File: src/rtl/pipe_stage_buf_if.sv
`default_nettype none
// ============================================================================
//  Module      : pipe_stage_buf_if
//  Description : Valid/ready beat channel carrying LANES x DATA_W payload
//                with per-lane valid bits.
//  Revision    : 1.0 - initial release
// ============================================================================
interface pipe_stage_buf_if #(
   parameter int DATA_W = 64,
   parameter int LANES  = 2
) ();
   logic                      valid;
   logic                      ready;
   logic [LANES-1:0]          lane_valid;
   logic [LANES*DATA_W-1:0]   data;

   modport master (
      output valid,
      output lane_valid,
      output data,
      input  ready
   );

   modport slave (
      input  valid,
      input  lane_valid,
      input  data,
      output ready
   );
endinterface
`default_nettype wire

File: src/rtl/pipe_stage_buf.sv
`default_nettype none
// ============================================================================
//  Module      : pipe_stage_buf
//  Description : Pipeline stage register with 2-entry skid buffer, registered
//                upstream ready, synchronous flush and bubble discard.
//                Define PIPE_STAGE_PERF_EN to add stall/flush perf counters.
//  Revision    : 1.0 - initial release
// ============================================================================
module pipe_stage_buf #(
   parameter int DATA_W = 64,
   parameter int LANES  = 2
) (
   input  wire logic             clk,
   input  wire logic             rst,
   input  wire logic             flush,
   pipe_stage_buf_if.slave       up,
   pipe_stage_buf_if.master      dn,
`ifdef PIPE_STAGE_PERF_EN
   output logic [31:0]           perf_stall_cnt,
   output logic [15:0]           perf_flush_cnt,
`endif
   output logic [1:0]            occupancy
);

   localparam int c_BEAT_W = LANES * DATA_W;

   // State encoding doubles as the occupancy count.
   typedef enum logic [1:0] {
      S_EMPTY = 2'd0,
      S_HALF  = 2'd1,
      S_FULL  = 2'd2
   } state_t;

   state_t                r_state;
   logic                  r_in_ready;
   logic [LANES-1:0]      r_main_lv;
   logic [c_BEAT_W-1:0]   r_main_data;
   logic [LANES-1:0]      r_skid_lv;
   logic [c_BEAT_W-1:0]   r_skid_data;

   logic                  w_out_valid;
   logic                  w_accept;
   logic                  w_drain;

   assign w_out_valid = (r_state != S_EMPTY);
   assign w_accept    = up.valid & r_in_ready & ~flush & (|up.lane_valid);
   assign w_drain     = w_out_valid & dn.ready;

   always_ff @(posedge clk or negedge rst) begin
      if (!rst) begin
         r_state     <= S_EMPTY;
         r_in_ready  <= 1'b1;
         r_main_lv   <= '0;
         r_main_data <= '0;
         r_skid_lv   <= '0;
         r_skid_data <= '0;
      end else if (flush) begin
         r_state     <= S_EMPTY;
         r_in_ready  <= 1'b1;
         r_main_lv   <= '0;
         r_main_data <= '0;
         r_skid_lv   <= '0;
         r_skid_data <= '0;
      end else begin
         case (r_state)
            S_EMPTY: begin
               if (w_accept) begin
                  r_main_lv   <= up.lane_valid;
                  r_main_data <= up.data;
                  r_state     <= S_HALF;
               end
            end
            S_HALF: begin
               if (w_accept && w_drain) begin
                  r_main_lv   <= up.lane_valid;
                  r_main_data <= up.data;
               end else if (w_accept) begin
                  r_skid_lv   <= up.lane_valid;
                  r_skid_data <= up.data;
                  r_state     <= S_FULL;
                  r_in_ready  <= 1'b0;
               end else if (w_drain) begin
                  // Storage is cleared so an empty stage presents a zero bubble.
                  r_main_lv   <= '0;
                  r_main_data <= '0;
                  r_state     <= S_EMPTY;
               end
            end
            S_FULL: begin
               if (w_drain) begin
                  r_main_lv   <= r_skid_lv;
                  r_main_data <= r_skid_data;
                  r_skid_lv   <= '0;
                  r_skid_data <= '0;
                  r_state     <= S_HALF;
                  r_in_ready  <= 1'b1;
               end
            end
            default: begin
               r_state     <= S_EMPTY;
               r_in_ready  <= 1'b1;
               r_main_lv   <= '0;
               r_main_data <= '0;
               r_skid_lv   <= '0;
               r_skid_data <= '0;
            end
         endcase
      end
   end

   assign up.ready      = r_in_ready;
   assign dn.valid      = w_out_valid;
   assign dn.lane_valid = r_main_lv;
   assign dn.data       = r_main_data;
   assign occupancy     = r_state;

`ifdef PIPE_STAGE_PERF_EN
   logic [31:0] r_stall_cnt;
   logic [15:0] r_flush_cnt;

   always_ff @(posedge clk or negedge rst) begin
      if (!rst) begin
         r_stall_cnt <= '0;
         r_flush_cnt <= '0;
      end else begin
         if (w_out_valid && !dn.ready && (r_stall_cnt != '1))
            r_stall_cnt <= r_stall_cnt + 32'd1;
         if (flush && (r_state != S_EMPTY) && (r_flush_cnt != '1))
            r_flush_cnt <= r_flush_cnt + 16'd1;
      end
   end

   assign perf_stall_cnt = r_stall_cnt;
   assign perf_flush_cnt = r_flush_cnt;
`endif

endmodule
`default_nettype wire

File: src/flat_wrapper.sv
// flat-port wrapper written by rule: the top's interface ports become plain ports
module pipe_stage_buf_flat 
#(
   parameter int DATA_W = 64,
   parameter int LANES  = 2
)
  (clk, rst, flush, occupancy, up_valid, up_lane_valid, up_data, up_ready, dn_valid, dn_lane_valid, dn_data, dn_ready);
  pipe_stage_buf_if #(.DATA_W(DATA_W), .LANES(LANES)) up_i ();
  pipe_stage_buf_if #(.DATA_W(DATA_W), .LANES(LANES)) dn_i ();
  input  wire logic clk;
  input  wire logic rst;
  input  wire logic flush;
  output logic [1:0] occupancy;
  input wire logic [$bits(up_i.valid)-1:0] up_valid;
  input wire logic [$bits(up_i.lane_valid)-1:0] up_lane_valid;
  input wire logic [$bits(up_i.data)-1:0] up_data;
  output wire logic [$bits(up_i.ready)-1:0] up_ready;
  output wire logic [$bits(dn_i.valid)-1:0] dn_valid;
  output wire logic [$bits(dn_i.lane_valid)-1:0] dn_lane_valid;
  output wire logic [$bits(dn_i.data)-1:0] dn_data;
  input wire logic [$bits(dn_i.ready)-1:0] dn_ready;
  assign up_i.valid = up_valid;
  assign up_i.lane_valid = up_lane_valid;
  assign up_i.data = up_data;
  assign up_ready = up_i.ready;
  assign dn_valid = dn_i.valid;
  assign dn_lane_valid = dn_i.lane_valid;
  assign dn_data = dn_i.data;
  assign dn_i.ready = dn_ready;
  pipe_stage_buf #(.DATA_W(DATA_W), .LANES(LANES)) u_core (.clk(clk), .rst(rst), .flush(flush), .up(up_i), .dn(dn_i), .occupancy(occupancy));
endmodule
File: config.mk
export PLATFORM = sky130hd
export DESIGN_NAME = pipe_stage_buf_flat
export DESIGN_NICKNAME = d
export VERILOG_FILES = /design/src/rtl/pipe_stage_buf_if.sv /design/src/rtl/pipe_stage_buf.sv /design/src/flat_wrapper.sv
export SDC_FILE = /design/constraint.sdc
export NUM_CORES = 1
export LEC_CHECK = 0
export ABC_AREA = 1
export BUFFER_PORTS_ARGS = -buffer_cell sky130_fd_sc_hd__buf_2
export CORE_MARGIN = 4
export CORE_UTILIZATION = 45
export CTS_CLUSTER_DIAMETER = 30
export DETAILED_ROUTE_END_ITERATION = 12
export MAX_ROUTING_LAYER = met4
export PLACE_DENSITY_LB_ADDON = 0.25
export SLEW_MARGIN = 20
export SYNTH_ARGS = -nofsm -noshare
export SYNTH_HDL_FRONTEND = slang
export SYNTH_SLANG_ARGS = --single-unit
File: constraint.sdc
create_clock -name clk -period 1.8 [get_ports clk]
set_clock_uncertainty 0.1 [all_clocks]
set_input_delay 0.27 -clock clk [delete_from_list [all_inputs] [get_ports clk]]
set_output_delay 0.27 -clock clk [all_outputs]
set_load 0.1 [all_outputs]
# After elaboration in Yosys (flattened, before gate mapping)
# Index checks and enable logic that the tools add are counted.
[totals]
reg_bits = 263
latch_bits = 0
ram_bits = 0
mem_bits_ro = 0
output_inout_bits = 134
word_cells = 59
memories = 0
[classes]
addsub = 0
multipliers = 0
n_div = 0
order_cmp = 0
n_eq_ne = 10
shift = 0
mux = 31
bitwise_logic = 5
n_reduce_logical = 7
[op_table]
columns = ["cell", "n"]
rows = [
  ["128-bit two-way mux", 8],
  ["128-bit case mux with 3 select lines", 2],
  ["2-bit two-way mux", 13],
  ["2-bit case mux with 3 select lines", 3],
  ["4-bit AND reduction", 3],
  ["3-bit by 2-bit != test with 1-bit output (second input constant)", 3],
  ["4-bit by 2-bit != test with 1-bit output (second input constant)", 2],
  ["1-bit bitwise AND", 4],
  ["1-bit two-way mux", 4],
  ["4-bit != test (second input constant)", 1],
  ["3-bit != test (second input constant)", 1],
  ["1-bit case mux with 3 select lines", 1],
  ["2-bit by 1-bit == test with 1-bit output (second input constant)", 1],
  ["2-bit == test (second input constant)", 1],
  ["2-bit zero test", 1],
  ["2-bit != test (second input constant)", 1],
  ["2-bit nonzero test", 1],
  ["2-bit OR reduction", 1],
  ["1-bit logical AND", 1],
  ["1-bit NOT", 1],
]

# Longest topological paths before layout
[logic_depth]
depth_word = 7
mapped_depth = 11

# Least setup slack after synthesis
# No wires, ideal clock.
[synth_timing]
path_kind = "register -> register"
from = "register u_core.r_state[0] (netlist: u_core.occupancy[0])"
to = "register u_core.r_skid_data[0]"
setup_time_ns = 0.117
arrival_ns = 2.687
slack_ns = -1.104
stages_incl_launch_ff = 8
n_path_buf = 2
period_less_slack_ns = 2.904
cell_sequence = "dfrtp_1 > inv_1 > nand2_1 > nand2_1 > buf_2 > buf_1 > nand4_1 > nand2_1"
[synth_via]
elab_chain_cells = 5
[synth_lines]
columns = ["element", "line_no", "source"]
rows = [
  ["start: declaration", "pipe_stage_buf.sv:34", "state_t r_state;"],
  ["start signal: assignment", "pipe_stage_buf.sv:51", "r_state <= S_EMPTY;"],
  ["start signal: assignment", "pipe_stage_buf.sv:58", "r_state <= S_EMPTY;"],
  ["start signal: assignment", "pipe_stage_buf.sv:70", "r_state <= S_HALF;"],
  ["2-bit nonzero test *", "pipe_stage_buf.sv:45", "assign w_out_valid = (r_state != S_EMPTY);"],
  ["named net dn_valid", "flat_wrapper.sv:18", "output wire logic [$bits(dn_i.valid)-1:0] dn_valid;"],
  ["1-bit bitwise AND *", "pipe_stage_buf.sv:47", "assign w_drain = w_out_valid & dn.ready;"],
  ["1-bit logical AND", "pipe_stage_buf.sv:74", "if (w_accept && w_drain) begin"],
  ["3-bit != test (no source line)", "n/a", ""],
  ["4-bit AND reduction (no source line) *", "n/a", ""],
  ["end signal: assignment", "pipe_stage_buf.sv:79", "r_skid_data <= up.data;"],
  ["end: declaration", "pipe_stage_buf.sv:39", "logic [c_BEAT_W-1:0] r_skid_data;"],
]
# Mark *: on every way through the listed nets, which the timed path passes. The rest lies on a longest branch.
# A chain may end at the register's enable or synchronous reset.

# Worst setup path after layout
[layout_timing]
from = "register u_core.r_in_ready (netlist: u_core.up.ready)"
to = "register u_core.r_main_data[96] (netlist: u_core.dn.data[96])"
[layout_via]
elab_chain_cells = 7
[layout_lines]
columns = ["element", "line_no", "source"]
rows = [
  ["start: declaration", "pipe_stage_buf.sv:35", "logic r_in_ready;"],
  ["start signal: assignment", "pipe_stage_buf.sv:52", "r_in_ready <= 1'b1;"],
  ["start signal: assignment", "pipe_stage_buf.sv:59", "r_in_ready <= 1'b1;"],
  ["start signal: assignment", "pipe_stage_buf.sv:81", "r_in_ready <= 1'b0;"],
  ["1-bit bitwise AND * (3 in a row)", "pipe_stage_buf.sv:46", "assign w_accept = up.valid & r_in_ready & ~flush & (|up.lane_valid);"],
  ["1-bit logical AND", "pipe_stage_buf.sv:74", ""],
  ["128-bit two-way mux", "pipe_stage_buf.sv:74", ""],
  ["128-bit case mux with 3 select lines", "pipe_stage_buf.sv:65", "case (r_state)"],
  ["128-bit two-way mux", "pipe_stage_buf.sv:57", "end else if (flush) begin"],
  ["end signal: assignment", "pipe_stage_buf.sv:69", "r_main_data <= up.data;"],
  ["end signal: assignment", "pipe_stage_buf.sv:76", "r_main_data <= up.data;"],
  ["end signal: assignment", "pipe_stage_buf.sv:92", "r_main_data <= r_skid_data;"],
  ["end: declaration", "pipe_stage_buf.sv:37", "logic [c_BEAT_W-1:0] r_main_data;"],
]
# Every way passes the cells marked *; elsewhere a longest branch is shown, timed or not.

==> impl_metrics.toml <==
[synthesis]
ys.flop_type = "dfrtp_1"
synth_mux_area_frac = 0
synthAdderAreaFrac = 0
synth_area_leaders = "dfrtp_1 55%, nand2_1 33%, nand4_1 6.8%, clkbuf_1 1.9%, buf_2 1.3%"
synthArstFlopShare = 1.00
synth-xor-area-share = 0
ys_top_cells_by_count = "1,055 x nand2_1, 262 x dfrtp_1, 130 x nand4_1"
netlist_area_sq_mm = 0.0120
ys_seq_area_frac = 0.550
syn_nets = 1718
synth_top_area_share = 0.547
synth_top_family_by_area = "simple AND/OR/NAND/NOR gates"
yosysMostFrequentCell = "nand2_1"
synth_top_cell_by_area = "dfrtp_1"
synth_simple_gate_area_frac = 0.405
synthCells = 1583
syn_area_per_cell_sq_um = 7.56
ys_warn_count = 0
ys_types = 19
synth_compound_area_frac = 0.00136
ys_ff_latch = 263
synth_edf_count = 0

[floorplanning]
fp-row-count = 59
die-area_sq_mm = 0.0293
core_area_sq_mm = 0.0261
die_x_microns = 171
pin_count = 269
die_h_microns = 171
initial_utilization = 0.458

[worst_setup_path]
worstSetupStartpointType = "register"
reg2regPathDepth = 10
path_delay_family = "simple AND/OR/NAND/NOR gates"
path_max_fanout = 10
slowest_delay_ps = 620
cp.arrival_ps = 2300
endpoint_kind = "register"
critical-path-slowest-cell = "dfstp_4"
path_cells = "nand2_4 -> nor2_4 -> inv_2 -> nand2_2 -> nand3_4 -> nor2_4 -> buf_12 -> buf_16 -> nand2_1 -> nand2_1"
critical_path_class = "reg2reg"
timing.rr.start = "u_core.up.ready$_DFFE_PN1P_"
crit_buf_inv = 3
rrSetupSlack_ps = -120
cp.required_ps = 2170
worstReg2RegEnd = "u_core.dn.data[96]$_DFFE_PN0P_"

[detailed_routing]
wire_per_inst_microns = 17.2
drc = 0
viasPerCell = 5.27
drt.antenna.violating_nets = 0
dr.pass1.iters = 6
wl_mm = 41.0
routed-via-count = 12582
drt_iter0_drc = 1147

[worst_hold_path]
min_path_type = "in2reg"
holdPathStages = 4
hold_end = "u_core.r_skid_lv[0]$_DFFE_PN0P_"
hp-start = "up_lane_valid[0]"

[clock_tree]
htreeDepth = 2
clockBufferDepth = 3
clock_latency_ps = 540
clk_pin_slew_worst_paths_ps = 50
cts_buffers = 54
cts.sinks = 263
cts_root_buffer = "clkbuf_16"
cts_tree = "yes"

[timing]
worst_slack_ps = -122
rsz0062_at_grt = "yes"
finalCritPeriodShare = 1.07
worstMarginPinSlew_ps = 564
fmax_ghz = 0.520
fin_tns_setup_ps = -18370
drv_slew = 0
setup_viol = 260
hold_viol = 0
slew_headroom = 0.624
period_minus_slack_ps = 1920
fin_hold_ws_ps = 28.9

[global_route]
grt_overflow_total = 0
antenna_found_initial = 2
grt_max_degree = 82
grt_pass1_wl_mm = 63.2
grt_pass1_vias = 12569
grt_use_total = 0.272

[place]
pre_cts_slack_ps = -237
post-place-cells = 2130
placed_cell_area_sq_mm = 0.0141
dp_hpwl_mm = 21.8
port_buffers = 268
routabilityCongestion = 0.810

[job]
maxCapViolations = 0

[power]
power.internal_mw = 17.1
ir_drop_v = 0.00135
leakagePower_nw = 10.3
power_frac_comb = 0.386
clkPwrFrac = 0.370
pwr-share-seq = 0.244
p_sw_mw = 12.8
switching_share = 0.427
powerDensity_mw_per_mm2 = 1650
power.total_mw = 30.0

[outcome]
outcome = "complete, but fails checks"
failed_checks = "negative setup slack"

[finish]
postLayoutCellArea_sq_mm = 0.0181
area_delta_synth_final_pct = 51.3
final_util = 0.693
fillers = 1999
nets = 2139
drive_above_1_share = 0.239
instances_no_fill = 2388
state kept, by name, indices dropped and copies added (netlist names):
| register | flops |
|---|---|
| u_core.dn.data | 128 |
| u_core.r_skid_data | 128 |
| u_core.r_skid_lv | 2 |
| u_core.dn.lane_valid | 2 |
| u_core.up.ready | 1 |
| u_core.occupancy | 2 |
what timing repair did:
item	in CTS	in global routing
endpoints found under the setup margin	258	266
gates cloned	5	14
buffers inserted	4	1
pin swaps	1	19
endpoints found under the hold margin	496	0
resized for setup	15	47
hold buffers	130	0
power by group through the flow:
stage	logic (mW)	registers (mW)	clock network [mW]
finish	11.6	7.30	11.1
global route	12.1	7.38	11.5
floorplan	2.84	12.5	0
detailed placement	10.4	7.35	0
CTS	10.9	7.28	11.2
global placement	10.3	7.36	0
tightest hold or removal path, stage by stage:
cell and delay (ps):
buf_2 100, buf_4 120, nand4_1 80, nand2_1 70
kinds of logic after synthesis:
logic type,Yosys count
AND/OR/NAND/NOR,1197
AO/OA/AOI/OAI,3
flip-flops,263
buffers and inverters,120
cell type report:
| class | count | area [sq um] | share of cell area |
|---|---|---|---|
| Sequential cell | 263 | 6590 | 0.364 |
| Multi-Input combinational cell | 1200 | 5050 | 0.279 |
| Tap cell | 335 | 419 | 0.0231 |
| Inverter | 8 | 37.5 | 0.00207 |
| Antenna cell | 3 | 7.51 | 0.000414 |
| Timing Repair Buffer | 477 | 3970 | 0.219 |
| Clock buffer | 71 | 1530 | 0.0844 |
| Clock inverter | 31 | 514 | 0.0284 |
layout by cell type (no fill, tap or decap), types with 7 or more instances in the layout:
master and count:
nand2_1 1023, buf_2 266, dfrtp_1 260, nand4_1 130, dlygate4sd3_1 130, clkbuf_16 69, buf_4 26, nand2_2 22
buf_12 22, bufinv_16 13, clkbuf_1 9, buf_16 9, nand2_4 8, buf_6 8, clkinv_2 7
layer usage:
metal,up-vias,wire [microns],global-route usage
met1,6049,16800,0.342
met4,0,1360,0.110
li1,5846,-,-
met3,114,3170,0.0552
met5,-,0,-
met2,573,19700,0.434
how the worst max path moves through the flow:
| stage | startpoint | endpoint | slack [ps] | cells after the start |
|---|---|---|---|---|
| floorplan | u_core.up.ready$_DFFE_PN1P_ | u_core.dn.data[100]$_DFFE_PN0P_ | -90 | 10 |
| global placement | up_lane_valid[0] | u_core.dn.data[102]$_DFFE_PN0P_ | -200 | 9 |
| detailed placement | up_lane_valid[0] | u_core.dn.data[29]$_DFFE_PN0P_ | -240 | 9 |
| CTS | u_core.occupancy[1]$_DFFE_PN0P_ | u_core.dn.data[8]$_DFFE_PN0P_ | -110 | 11 |
| global route | u_core.up.ready$_DFFE_PN1P_ | u_core.dn.data[34]$_DFFE_PN0P_ | -210 | 10 |
| finish | u_core.up.ready$_DFFE_PN1P_ | u_core.dn.data[96]$_DFFE_PN0P_ | -120 | 10 |
Power figures use the tool's default switching activity.
